<file path="config.mk">
export PLATFORM = sky130hd
export DESIGN_NAME = mult_div_unit
export DESIGN_NICKNAME = d
export VERILOG_FILES = /design/src/rtl/mdu_pkg.sv /design/src/rtl/mdu_step.sv /design/src/rtl/mult_div_unit.sv
export SDC_FILE = /design/constraint.sdc
export NUM_CORES = 1
export LEC_CHECK = 0
export ABC_AREA = 1
export CAP_MARGIN = 25
export CORE_UTILIZATION = 58
export CTS_CLUSTER_SIZE = 40
export DETAILED_ROUTE_END_ITERATION = 12
export PLACE_DENSITY = 0.83
export RECOVER_POWER = 50
export SYNTH_ARGS = -nofsm -noshare
export SYNTH_HDL_FRONTEND = slang
export SYNTH_SLANG_ARGS = --single-unit
</file>
<file path="constraint.sdc">
create_clock -name clk -period 2.7 [get_ports clk]
set_input_delay 0.54 -clock clk [delete_from_list [all_inputs] [get_ports clk]]
set_output_delay 0.54 -clock clk [all_outputs]
set_load 0.1 [all_outputs]
</file>
<file path="src/rtl/mdu_pkg.sv">
`default_nettype none
// ============================================================================
// Package     : mdu_pkg
// Description : Shared widths, op encodings and state types for the MIPS
//               iterative multiply/divide unit.
// Revision    : 1.0 - initial release
// ============================================================================
package mdu_pkg;

    localparam int WIDTH = 32;
    localparam int CNT_W = 5;

    localparam logic [1:0] MDU_MULTU = 2'b00;
    localparam logic [1:0] MDU_MULT  = 2'b01;
    localparam logic [1:0] MDU_DIVU  = 2'b10;
    localparam logic [1:0] MDU_DIV   = 2'b11;

    typedef enum logic [1:0] {
        ST_IDLE = 2'd0,
        ST_RUN  = 2'd1,
        ST_FIN  = 2'd2
    } state_t;

    typedef enum logic {
        MODE_MUL = 1'b0,
        MODE_DIV = 1'b1
    } mode_t;

endpackage
`default_nettype wire

</file>
<file path="src/rtl/mdu_step.sv">
`default_nettype none
// ============================================================================
// Module      : mdu_step
// Description : One combinational multiply (shift-add) or restoring divide
//               (shift-subtract) iteration over a 2*WIDTH accumulator.
// Revision    : 1.0 - initial release
// ============================================================================
module mdu_step
    import mdu_pkg::*;
(
    input  mode_t              mode_i,
    input  logic [2*WIDTH-1:0] acc_i,
    input  logic [WIDTH-1:0]   opnd_i,
    output logic [2*WIDTH-1:0] acc_o,
    output logic               q_bit_o
);

    logic [WIDTH:0]   w_sum;
    logic [WIDTH:0]   w_trial;
    logic [WIDTH-1:0] w_sub;
    logic [WIDTH-1:0] w_rem;
    logic             w_ge;

    always_comb begin
        // Multiply: acc = {partial product, remaining multiplier bits}
        w_sum   = {1'b0, acc_i[2*WIDTH-1:WIDTH]} + (acc_i[0] ? {1'b0, opnd_i} : '0);
        // Divide: acc = {partial remainder, unconsumed dividend bits}
        w_trial = {acc_i[2*WIDTH-1:WIDTH], acc_i[WIDTH-1]};
        w_ge    = (w_trial >= {1'b0, opnd_i});
        w_sub   = w_trial[WIDTH-1:0] - opnd_i;
        w_rem   = w_ge ? w_sub : w_trial[WIDTH-1:0];

        if (mode_i == MODE_MUL) begin
            acc_o   = {w_sum, acc_i[WIDTH-1:1]};
            q_bit_o = 1'b0;
        end else begin
            // LSB is vacated here; the caller inserts q_bit_o
            acc_o   = {w_rem, acc_i[WIDTH-2:0], 1'b0};
            q_bit_o = w_ge;
        end
    end

endmodule
`default_nettype wire

</file>
<file path="src/rtl/mult_div_unit.sv">
`default_nettype none
// ============================================================================
// Module      : mult_div_unit
// Description : 33-cycle iterative MULT/MULTU/DIV/DIVU with HI/LO registers
//               and MTHI/MTLO write port.
// Config      : define MDU_SIGNED_EN for signed MULT/DIV; otherwise op[0]
//               is ignored and all ops are unsigned.
// Revision    : 1.0 - initial release
// ============================================================================
module mult_div_unit
    import mdu_pkg::*;
(
    input  logic             clk,
    input  logic             rst_n,
    input  logic             start_i,
    input  logic [1:0]       op_i,
    input  logic [WIDTH-1:0] a_i,
    input  logic [WIDTH-1:0] b_i,
    input  logic             hi_we_i,
    input  logic             lo_we_i,
    input  logic [WIDTH-1:0] wd_i,
    output logic             busy_o,
    output logic             done_o,
    output logic             div_by_zero_o,
    output logic [WIDTH-1:0] hi_o,
    output logic [WIDTH-1:0] lo_o
);

    state_t             state_q, state_d;
    logic [CNT_W-1:0]   cnt_q, cnt_d;
    mode_t              mode_q, mode_d;
    logic [2*WIDTH-1:0] acc_q, acc_d;
    logic [WIDTH-1:0]   opnd_q, opnd_d;
    logic               dz_q, dz_d;
    logic [WIDTH-1:0]   hi_q, hi_d;
    logic [WIDTH-1:0]   lo_q, lo_d;
    logic               done_q, done_d;
    logic               dzo_q, dzo_d;

    logic [WIDTH-1:0]   w_a_mag;
    logic [WIDTH-1:0]   w_b_mag;
    logic [2*WIDTH-1:0] w_prod;
    logic [WIDTH-1:0]   w_quo;
    logic [WIDTH-1:0]   w_rem;
    logic [2*WIDTH-1:0] w_step_acc;
    logic               w_step_q;
    logic               w_b_zero;

    assign w_b_zero = (b_i == '0);

`ifdef MDU_SIGNED_EN
    logic w_signed;
    logic neg_res_q;
    logic neg_rem_q;

    assign w_signed = op_i[0];
    assign w_a_mag  = (w_signed && a_i[WIDTH-1]) ? -a_i : a_i;
    assign w_b_mag  = (w_signed && b_i[WIDTH-1]) ? -b_i : b_i;

    // Divide-by-zero keeps quotient all-ones, so its sign is never applied
    always_ff @(posedge clk or negedge rst_n) begin
        if (!rst_n) begin
            neg_res_q <= 1'b0;
            neg_rem_q <= 1'b0;
        end else if (state_q == ST_IDLE && start_i) begin
            neg_res_q <= w_signed & (a_i[WIDTH-1] ^ b_i[WIDTH-1]) & ~(op_i[1] & w_b_zero);
            neg_rem_q <= w_signed & a_i[WIDTH-1];
        end
    end

    assign w_prod = neg_res_q ? -acc_q : acc_q;
    assign w_quo  = neg_res_q ? -acc_q[WIDTH-1:0] : acc_q[WIDTH-1:0];
    assign w_rem  = neg_rem_q ? -acc_q[2*WIDTH-1:WIDTH] : acc_q[2*WIDTH-1:WIDTH];
`else
    logic w_unused_op0;

    assign w_unused_op0 = op_i[0];
    assign w_a_mag      = a_i;
    assign w_b_mag      = b_i;
    assign w_prod       = acc_q;
    assign w_quo        = acc_q[WIDTH-1:0];
    assign w_rem        = acc_q[2*WIDTH-1:WIDTH];
`endif

    mdu_step u_step (
        .mode_i  (mode_q),
        .acc_i   (acc_q),
        .opnd_i  (opnd_q),
        .acc_o   (w_step_acc),
        .q_bit_o (w_step_q)
    );

    always_ff @(posedge clk or negedge rst_n) begin
        if (!rst_n) begin
            state_q <= ST_IDLE;
            cnt_q   <= '0;
            mode_q  <= MODE_MUL;
            acc_q   <= '0;
            opnd_q  <= '0;
            dz_q    <= 1'b0;
            hi_q    <= '0;
            lo_q    <= '0;
            done_q  <= 1'b0;
            dzo_q   <= 1'b0;
        end else begin
            state_q <= state_d;
            cnt_q   <= cnt_d;
            mode_q  <= mode_d;
            acc_q   <= acc_d;
            opnd_q  <= opnd_d;
            dz_q    <= dz_d;
            hi_q    <= hi_d;
            lo_q    <= lo_d;
            done_q  <= done_d;
            dzo_q   <= dzo_d;
        end
    end

    always_comb begin
        state_d = state_q;
        cnt_d   = cnt_q;
        mode_d  = mode_q;
        acc_d   = acc_q;
        opnd_d  = opnd_q;
        dz_d    = dz_q;
        hi_d    = hi_q;
        lo_d    = lo_q;
        done_d  = 1'b0;
        dzo_d   = 1'b0;

        case (state_q)
            ST_IDLE: begin
                if (hi_we_i) hi_d = wd_i;
                if (lo_we_i) lo_d = wd_i;
                if (start_i) begin
                    state_d = ST_RUN;
                    cnt_d   = '0;
                    mode_d  = op_i[1] ? MODE_DIV : MODE_MUL;
                    dz_d    = op_i[1] & w_b_zero;
                    opnd_d  = op_i[1] ? w_b_mag : w_a_mag;
                    acc_d   = {{WIDTH{1'b0}}, (op_i[1] ? w_a_mag : w_b_mag)};
                end
            end
            ST_RUN: begin
                acc_d = {w_step_acc[2*WIDTH-1:1], w_step_acc[0] | w_step_q};
                cnt_d = cnt_q + CNT_W'(1);
                if (cnt_q == CNT_W'(WIDTH - 1)) state_d = ST_FIN;
            end
            ST_FIN: begin
                state_d = ST_IDLE;
                done_d  = 1'b1;
                dzo_d   = dz_q;
                if (mode_q == MODE_DIV) begin
                    hi_d = w_rem;
                    lo_d = w_quo;
                end else begin
                    hi_d = w_prod[2*WIDTH-1:WIDTH];
                    lo_d = w_prod[WIDTH-1:0];
                end
            end
            default: state_d = ST_IDLE;
        endcase
    end

    assign busy_o        = (state_q != ST_IDLE);
    assign done_o        = done_q;
    assign div_by_zero_o = dzo_q;
    assign hi_o          = hi_q;
    assign lo_o          = lo_q;

endmodule
`default_nettype wire
</file>
==> results of run 1 <==
[layout by cell type, fill, tap and decap left out, drive strengths merged, types with 6 or more instances in the layout]
master,count
nand2,656
inv,361
o21ai,203
dfrtp,171
nor2,162
nand3,153
buf,132
a21oi,123
clkdlybuf4s50,99
ha,66
mux2,64
clkbuf,36
o211ai,32
nand4,18
nor3,12
nand3b,11
clkinv,11
o21bai,10
nor4,10
xor2,9
xnor2,6
[final cells by class]
class                           instances  area (µm²)  share of cell area
Multi-Input combinational cell       1564        8150               0.481
Clock inverter                         14         178              0.0105
Inverter                              358        1350              0.0794
Clock buffer                           18         429              0.0253
Timing Repair Buffer                  249        2160               0.128
Sequential cell                       171        4280               0.253
Tap cell                              319         399              0.0235
[kinds of logic after synthesis]
logic type,Yosys count
DFF,171
muxes,64
and+or+nand+nor,1029
buffers and inverters,440
adders and majority gates,68
AOI/OAI and AO/OA,388
xor gates and xnor gates,15
[per-stage QoR]
step / utilization / instance area, µm²
finish: 0.718 / 16900
detailed placement: 0.693 / 16400
global placement: 0.693 / 16400
floorplan: - / 14000
global route: 0.718 / 16900
CTS: 0.718 / 17000
[final timing paths]
kind / cells after the start / endpoint / from
worst max-delay path: 12 / acc_q[33] / opnd_q[22]
worst min-delay path: 1 / lo_o[29] / rst_n
worst max register to register: 12 / acc_q[33] / opnd_q[22]
worst min register to register: 2 / div_by_zero_o / dz_q
max in group asynchronous: 2 / mode_q / rst_n
min in group clk: 2 / div_by_zero_o / dz_q
[metal layers]
metal | GRT usage | share of wire | vias to the layer above
met2 | 0.654 | 0.45 | 807
met5 | 0 | 0.00026 | -
met1 | 0.555 | 0.41 | 7219
met4 | 0.141 | 0.029 | 2
li1 | - | - | 7361
met3 | 0.0804 | 0.10 | 93
[registers in the layout (all words and copies together) (netlist names)]
| signal | flops |
|---|---|
| lo_o | 32 |
| cnt_q | 5 |
| opnd_q | 32 |
| acc_q | 64 |
| state_q | 2 |
| div_by_zero_o | 1 |
| mode_q | 1 |
| hi_o | 32 |
| dz_q | 1 |
| done_o | 1 |
[what timing repair did]
action | in CTS | in global routing
hold buffers | 0 | 0
gates resized for setup | 0 | 18
endpoints found under the setup margin | 0 | 20
buffers inserted | 0 | 0
==> impl_metrics.tcl, run 1 <==
set metrics [dict create \
    setup_ws_ps 97.4 \
    grt_antenna_before_repair 1 \
    grt_start_max_net_pins 99 \
    cp-start-kind "flop" \
    path_buf_inv 2 \
    slowest_delay_ps 420 \
    syn_to_final_growth_pct 20.8 \
    ys.flop_type "dfrtp_1" \
    worstPathMaxFanout 16 \
    cts-htree-levels 4 \
    setup-tns-final_ps 0 \
    outcome "completed" \
    place.gp.congestion 0.986 \
    layout.cells.non_filler 2693 \
    ys.warnings.count 0 \
    pre_cts_ws_ps 157 \
    drcViolationCount 0 \
    numPortBuffers 168 \
    syn_area_per_cell_um2 6.45 \
    path_class "reg2reg" \
    grt_pass1_wl_um 76700 \
    crit_chain "inv_1 -> ha_1 -> a21oi_1 -> o21bai_1 -> a21oi_2 -> nor2_1 -> nor2_4 -> buf_6 -> nand3_1 -> nand3_1 -> nand3_1 -> nand2_1" \
    n_antenna_cell 0 \
    synth_fa_ha_area_frac 0.0617 \
    vias 15500 \
    grt-ovfl-total 0 \
    fin_nets 2532 \
    synth_top_cell_by_area "dfrtp_1" \
    ys_async_sr_fraction 1.00 \
    cts_tree "built" \
    start_util 0.594 \
    synth_cells 2175 \
    synth_mux_area_frac 0.0514 \
    period_share 0.964 \
    crit_top_cell "nand3_1" \
    synthXorXnorAreaFrac 0.00936 \
    fmax_mhz 384 \
    gr-usage-all-layers 0.410 \
    hold_path_class "in2async" \
    placedCellCount 2661 \
    synth_commonest_cells "nand2_1, inv_1, o21ai_0" \
    yosysTopAreaCellShare 0.305 \
    slowest_stage "dfrtp_1" \
    slew_violations 0 \
    core_area_um2 23600 \
    hold_viol 0 \
    synth_top_family_by_area "simple AND/OR/NAND/NOR gates" \
    timing.hold.ws_ps 344 \
    die_x_um 158 \
    crit_family "simple AND/OR/NAND/NOR gates" \
    io_pins 170 \
    hpwl_um 38700 \
    syn_nets 2346 \
    yosysMostFrequentCell "nand2_1" \
    fin_skew_ps 12.2 \
    postRouteAntennaNets 0 \
    clk_pin_slew_ps 80 \
    ff2ff_setup_slack_ps 100 \
    rows 56 \
    ctsRootBufferMaster "clkbuf_16" \
    ys_seq_elements 171 \
    drt_iter0_markers 1568 \
    syn_area_um2 14000 \
    cts_inserted_buffers 17 \
    wl_um 49700 \
    synth_cell_types 45 \
    fill_cells 1987 \
    die_area_um2 24800 \
    grt_pass1_vias 14300 \
    synth_edf_count 0 \
    layout-drive-gt1-share 0.111 \
    vias_per_cell 5.75 \
    post-route-min-period_ps 2600 \
    required_ps 3090 \
    wl_per_cell_um 18.5 \
    yosys.area_share.simple 0.303 \
    maxSlewHeadroom 0.150 \
    end_kind "flop" \
    worstMarginPinSlew_ps 1280 \
    insertion_delay_ps 450 \
    drv_cap 0 \
    clkSinkCount 171 \
    crit_arrival_ps 2990 \
    fp.dieH_um 158 \
    setup_viol_count_final 0 \
    first_pass_iters 6 \
    synth_seq_area_share 0.305 \
    cts_max_path_buffers 2 \
    synth_compound_area_frac 0.150 \
    ys_top_cells_by_area "dfrtp_1, nand2_1, inv_1" \
]
Power of run 1 is not shown: default switching activity piles up to over one toggle a cycle in this logic, so the estimate is an artifact.
==> run 2: changes to the inputs <==
--- a/config.mk
+++ b/config.mk
@@ -7,10 +7,10 @@
 export LEC_CHECK = 0
 export ABC_AREA = 1
 export CAP_MARGIN = 25
-export CORE_UTILIZATION = 58
+export CORE_UTILIZATION = 55
 export CTS_CLUSTER_SIZE = 40
 export DETAILED_ROUTE_END_ITERATION = 12
-export PLACE_DENSITY = 0.83
+export PLACE_DENSITY = 0.79
 export RECOVER_POWER = 50
 export SYNTH_ARGS = -nofsm -noshare
 export SYNTH_HDL_FRONTEND = slang
==> run 2 against run 1 <==
Utilization shrank 4.4 points. Largest cell class unchanged. Critical path type unchanged. Sequential share of layout area barely moved. Clock skew up 7.9 ps.
==> impl_metrics.tcl, run 2 (same netlist as run 1, synthesis figures left out) <==
set metrics [dict create \
    cts_max_path_buffers 2 \
    cts_tree "built" \
    fp.dieH_um 162 \
    worstPathMaxFanout 27 \
    die_area_um2 26200 \
    drt_iter0_markers 1594 \
    hold_viol 0 \
    grt_pass1_wl_um 76900 \
    placedCellCount 2669 \
    cp-start-kind "flop" \
    slew_violations 0 \
    rows 58 \
    postRouteAntennaNets 0 \
    io_pins 170 \
    hpwl_um 39500 \
    n_antenna_cell 0 \
    grt-ovfl-total 0 \
    clk_pin_slew_ps 80 \
    gr-usage-all-layers 0.383 \
    hold_buffers 0 \
    period_share 0.958 \
    fin_nets 2530 \
    placed_cell_area_um2 16300 \
    grt_start_max_net_pins 66 \
    syn_to_final_growth_pct 20.6 \
    vias 15200 \
    first_pass_iters 6 \
    clkSinkCount 171 \
    stdcell_area_um2 16900 \
    numPortBuffers 168 \
    grt_antenna_before_repair 1 \
    vias_per_cell 5.63 \
    fin_skew_ps 20.2 \
    end_kind "flop" \
    mostFrequentLayoutCells "nand2_1, inv_1, o21ai_0" \
    outcome "completed" \
    layout-drive-gt1-share 0.114 \
    setup_ws_ps 115 \
    start_util 0.559 \
    insertion_delay_ps 450 \
    cts-htree-levels 4 \
    core_area_um2 25100 \
    fmax_mhz 387 \
    ctsRootBufferMaster "clkbuf_16" \
    setup_viol_count_final 0 \
    grt_pass1_vias 14200 \
    wl_um 49600 \
    final_common_cell "nand2_1" \
    hold_path_class "in2async" \
    layout.cells.non_filler 2702 \
    pre_cts_ws_ps 87.6 \
    drv_cap 0 \
    largest-register "acc_q" \
    required_ps 3040 \
    cts_inserted_buffers 17 \
    post-route-min-period_ps 2590 \
    fill_cells 2310 \
    maxSlewHeadroom 0.150 \
    timing.hold.ws_ps 351 \
    path_class "reg2reg" \
    place.gp.congestion 0.989 \
    crit_arrival_ps 2930 \
    worstMarginPinSlew_ps 1280 \
    drcViolationCount 0 \
    largest_register_ffs 64 \
    wl_per_cell_um 18.3 \
    die_x_um 162 \
]
run 2: metrics by stage:
stage               TNS [ps]  utilization
CTS                        0        0.674
global placement           0        0.650
global route           -36.0        0.674
floorplan                  0            -
finish                     0        0.674
detailed placement         0        0.650
run 2: per-layer routing:
metal / routed length [µm] / up-vias / global-route usage / part of all wire
met4: 1370 / 0 / 0.114 / 0.028
met5: 0 / - / 0 / 0
met3: 4690 / 86 / 0.0623 / 0.095
li1: - / 7341 / - / -
met1: 21200 / 7086 / 0.537 / 0.43
met2: 22300 / 709 / 0.609 / 0.45
run 2: worst paths after layout:
path | from | end | slack (ps) | depth (start not counted)
worst max-delay path | opnd_q[28] | acc_q[57] | 110 | 13
max in group asynchronous | rst_n | opnd_q[13] | 600 | 2
worst min register to register | hi_o[23] | hi_o[23] | 510 | 1
min in group clk | hi_o[23] | hi_o[23] | 510 | 1
worst max register to register | opnd_q[28] | acc_q[57] | 110 | 13
worst min-delay path | rst_n | lo_o[24] | 350 | 1
run 2: final cells by class:
cell class / instances / area (µm²) / area share
Multi-Input combinational cell: 1564 / 8120 / 0.480
Sequential cell: 171 / 4280 / 0.253
Timing Repair Buffer: 247 / 2150 / 0.127
Inverter: 358 / 1340 / 0.0794
Clock buffer: 18 / 439 / 0.0259
Tap cell: 330 / 413 / 0.0244
Clock inverter: 14 / 173 / 0.0102
run 2: critical path, stage by stage (launching register included):
cell and delay, ps:
dfrtp_1 390, inv_1 80, ha_1 350, a21oi_1 240
o21ai_0 170, a21oi_1 240, nand2_1 130, nor2_4 220
nand2_4 90, buf_12 160, nand3_1 150, nand3_1 100
nand2_1 90, nand2_1 40
run 2: timing repair:
action | 4_1_cts | 5_1_grt
endpoints found under the setup margin | 0 | 13
setup buffers | 0 | 1
hold endpoints to repair | 0 | 0
resized for setup | 0 | 12
Power of run 2 is left out for the same reason.
==> RTL edit: new RTL, flow settings as in run 2 <==
`hi_q` and `lo_q` no longer have a reset.
--- a/src/rtl/mult_div_unit.sv
+++ b/src/rtl/mult_div_unit.sv
@@ -98,8 +98,6 @@
             acc_q   <= '0;
             opnd_q  <= '0;
             dz_q    <= 1'b0;
-            hi_q    <= '0;
-            lo_q    <= '0;
             done_q  <= 1'b0;
             dzo_q   <= 1'b0;
         end else begin
@@ -109,11 +107,14 @@
             acc_q   <= acc_d;
             opnd_q  <= opnd_d;
             dz_q    <= dz_d;
-            hi_q    <= hi_d;
-            lo_q    <= lo_d;
             done_q  <= done_d;
             dzo_q   <= dzo_d;
         end
+    end
+
+    always_ff @(posedge clk) begin
+        hi_q <= hi_d;
+        lo_q <= lo_d;
     end
 
     always_comb begin
Function: changed (a bounded check fails within 4 cycles, from zero or initial values and one cycle with rst_n low).
==> RTL edit against run 2 <==
- die area down 4.6%
- largest cell class unchanged
- count of clock-buffer cells in the layout unchanged
- final area down 2.9%
- final cell count down 4.6%
- sequential cell count unchanged
- synthesized cell count down 6.3%
- synthesized area down 4.6%
- critical endpoint is now acc_q[35]
- setup slack worse by 0.030 ns
- wire length up 2.4%
Power is not shown: default switching activity piles up to over one toggle a cycle in this logic, so the estimate is an artifact.
==> RTL edit: results (changes against run 2) <==
- Outcome: finished, final reports clean (unchanged)
- Initial antenna violation count: 4 (was 1)
- Dpl hpwl: 40500 um (was 39500 um)
- CTS H-Tree Depth: 4 (unchanged)
- Comb_multi_in: 1464 (was 1564)
- Layout cells sized above 1: 11.3% (was 11.4%)
- Finished Layout Cells: 2578 (was 2702)
- Post-cts sizing count: 1 (was 0)
- Max incr delay on CP: 0.41 ns (was 0.39 ns)
- DRT iter0 DRCs: 1652 (was 1594)
- Clock latency on the worst-skew pair: 0.45 ns (about the same)
- Worst r2r src: acc_q[43] (was opnd_q[28])
- Yosys warnings: 0 (unchanged)
- Global-route wire length before repair: 75900 um (was 76900 um)
- Signal buf overhead: 13.6% (was 12.7%)
- Clock Skew: 0.0129 ns (was 0.0202 ns)
- Clk root buf: clkbuf_16 (unchanged)
- Non-Clock Buffer Count: 258 (was 247)
- Number of flops mapped to enable cells by yosys: 64 (was 0)
- Fraction of area in clock buffers and inverters: 3.50% (was 3.61%)
- Worst-path fanout max: 13 (was 27)
- Drt first pass iters: 9 (was 6)
- NumNets Final: 2414 (was 2530)
- Multi-input combinational area share: 44.8% (was 48.0%)
- Placer Congestion: 1.04 (was 0.989)
- Fraction of registers with async set/reset: 62.6% (was 100%)
- Vias in the first global route: 13600 (was 14200)
- Family with the most delay on the worst path: simple AND/OR/NAND/NOR gates (unchanged)
- Post-synthesis cell count: 2039 (was 2175)
- Sequential cell area fraction in the yosys report: 34.4% (was 30.5%)
- Routed vias/inst: 5.76 (was 5.63)
- Most frequent cells after synthesis: 613 x nand2_1, 326 x inv_1, 212 x o21ai_0 (was 652 x nand2_1, 355 x inv_1, 197 x o21ai_0)
- Final instance area: 16400 um^2 (was 16900 um^2)
- Worst Path Arrival: 2.93 ns (about the same)
- CTS Buffer Depth: 2 (unchanged)
- Fillers: 2089 (was 2310)
- Inverters, non-clock: 331 (was 358)
- GRT Util Overall: 41.1% (was 38.3%)
- Post-CTS Setup Bufs: 0 (unchanged)
- Synth Flop Type: dfrtp_1 (unchanged)
- Worst slew margin: 12.5% (was 15.0%)
- Mapped Nets: 2210 (was 2346)
- Hold slack: 0.355 ns (was 0.351 ns)
- Count of flip-flops and latches: 171 (unchanged)
- Largest cells by area after synthesis: dfrtp_1 20%, nand2_1 17%, edfxtp_1 14%, inv_1 9.1%, o21ai_0 7.9% (was dfrtp_1 30%, nand2_1 17%, inv_1 9.5%, o21ai_0 7.0%, ha_1 5.9%)
- Wire per inst: 19.7 um (was 18.3 um)
- Largest net degree at the start of global routing: 67 (was 66)
- Crit path time final: 2.62 ns (was 2.59 ns)
- CTS buffer count: 17 (unchanged)
- Post-layout util: 69.4% (was 67.4%)
- Diodes inserted: 3 (was 0)
- Post-Place Cells: 2543 (was 2669)
- Netlist cell types: 46 (was 45)
- Fraction of area in registers: 28.0% (was 25.3%)
- Pre-CTS setup slack: -0.0186 ns (was 0.0876 ns)
- Worst r2r path cells: 17 (was 13)
- R2r setup slk: 0.08 ns (was 0.11 ns)
- Worst setup path end: acc_q[35] (was acc_q[57])
[RTL edit: cell count changes after synthesis, moves of 15 or more]
cell,run 2,this run
mux2_2,64,0
edfxtp_1,0,64
nand3_1,150,133
dfrtp_1,171,107
inv_1,355,326
nor2_1,160,145
nand2_1,652,613
o21ai_0,197,212
[RTL edit: per-layer routing]
layer	vias up	share of wire, %	routed length (um)	GRT usage, %
li1	7024	-	-	-
met1	6788	41	20600	55.4
met2	890	44	22200	61.9
met3	153	9.9	5040	7.99
met4	4	5.7	2910	23.0
met5	-	0.049	25	0
[RTL edit: cell families after synthesis]
logic type      count (synthesis)  synth area share (%)
fa+ha+maj                      68                  6.47
flops                         171                  34.4
xor+xnor                       13                 0.851
simple gates                  969                  30.2
buf+inv                       404                  11.6
compound gates                414                  16.5
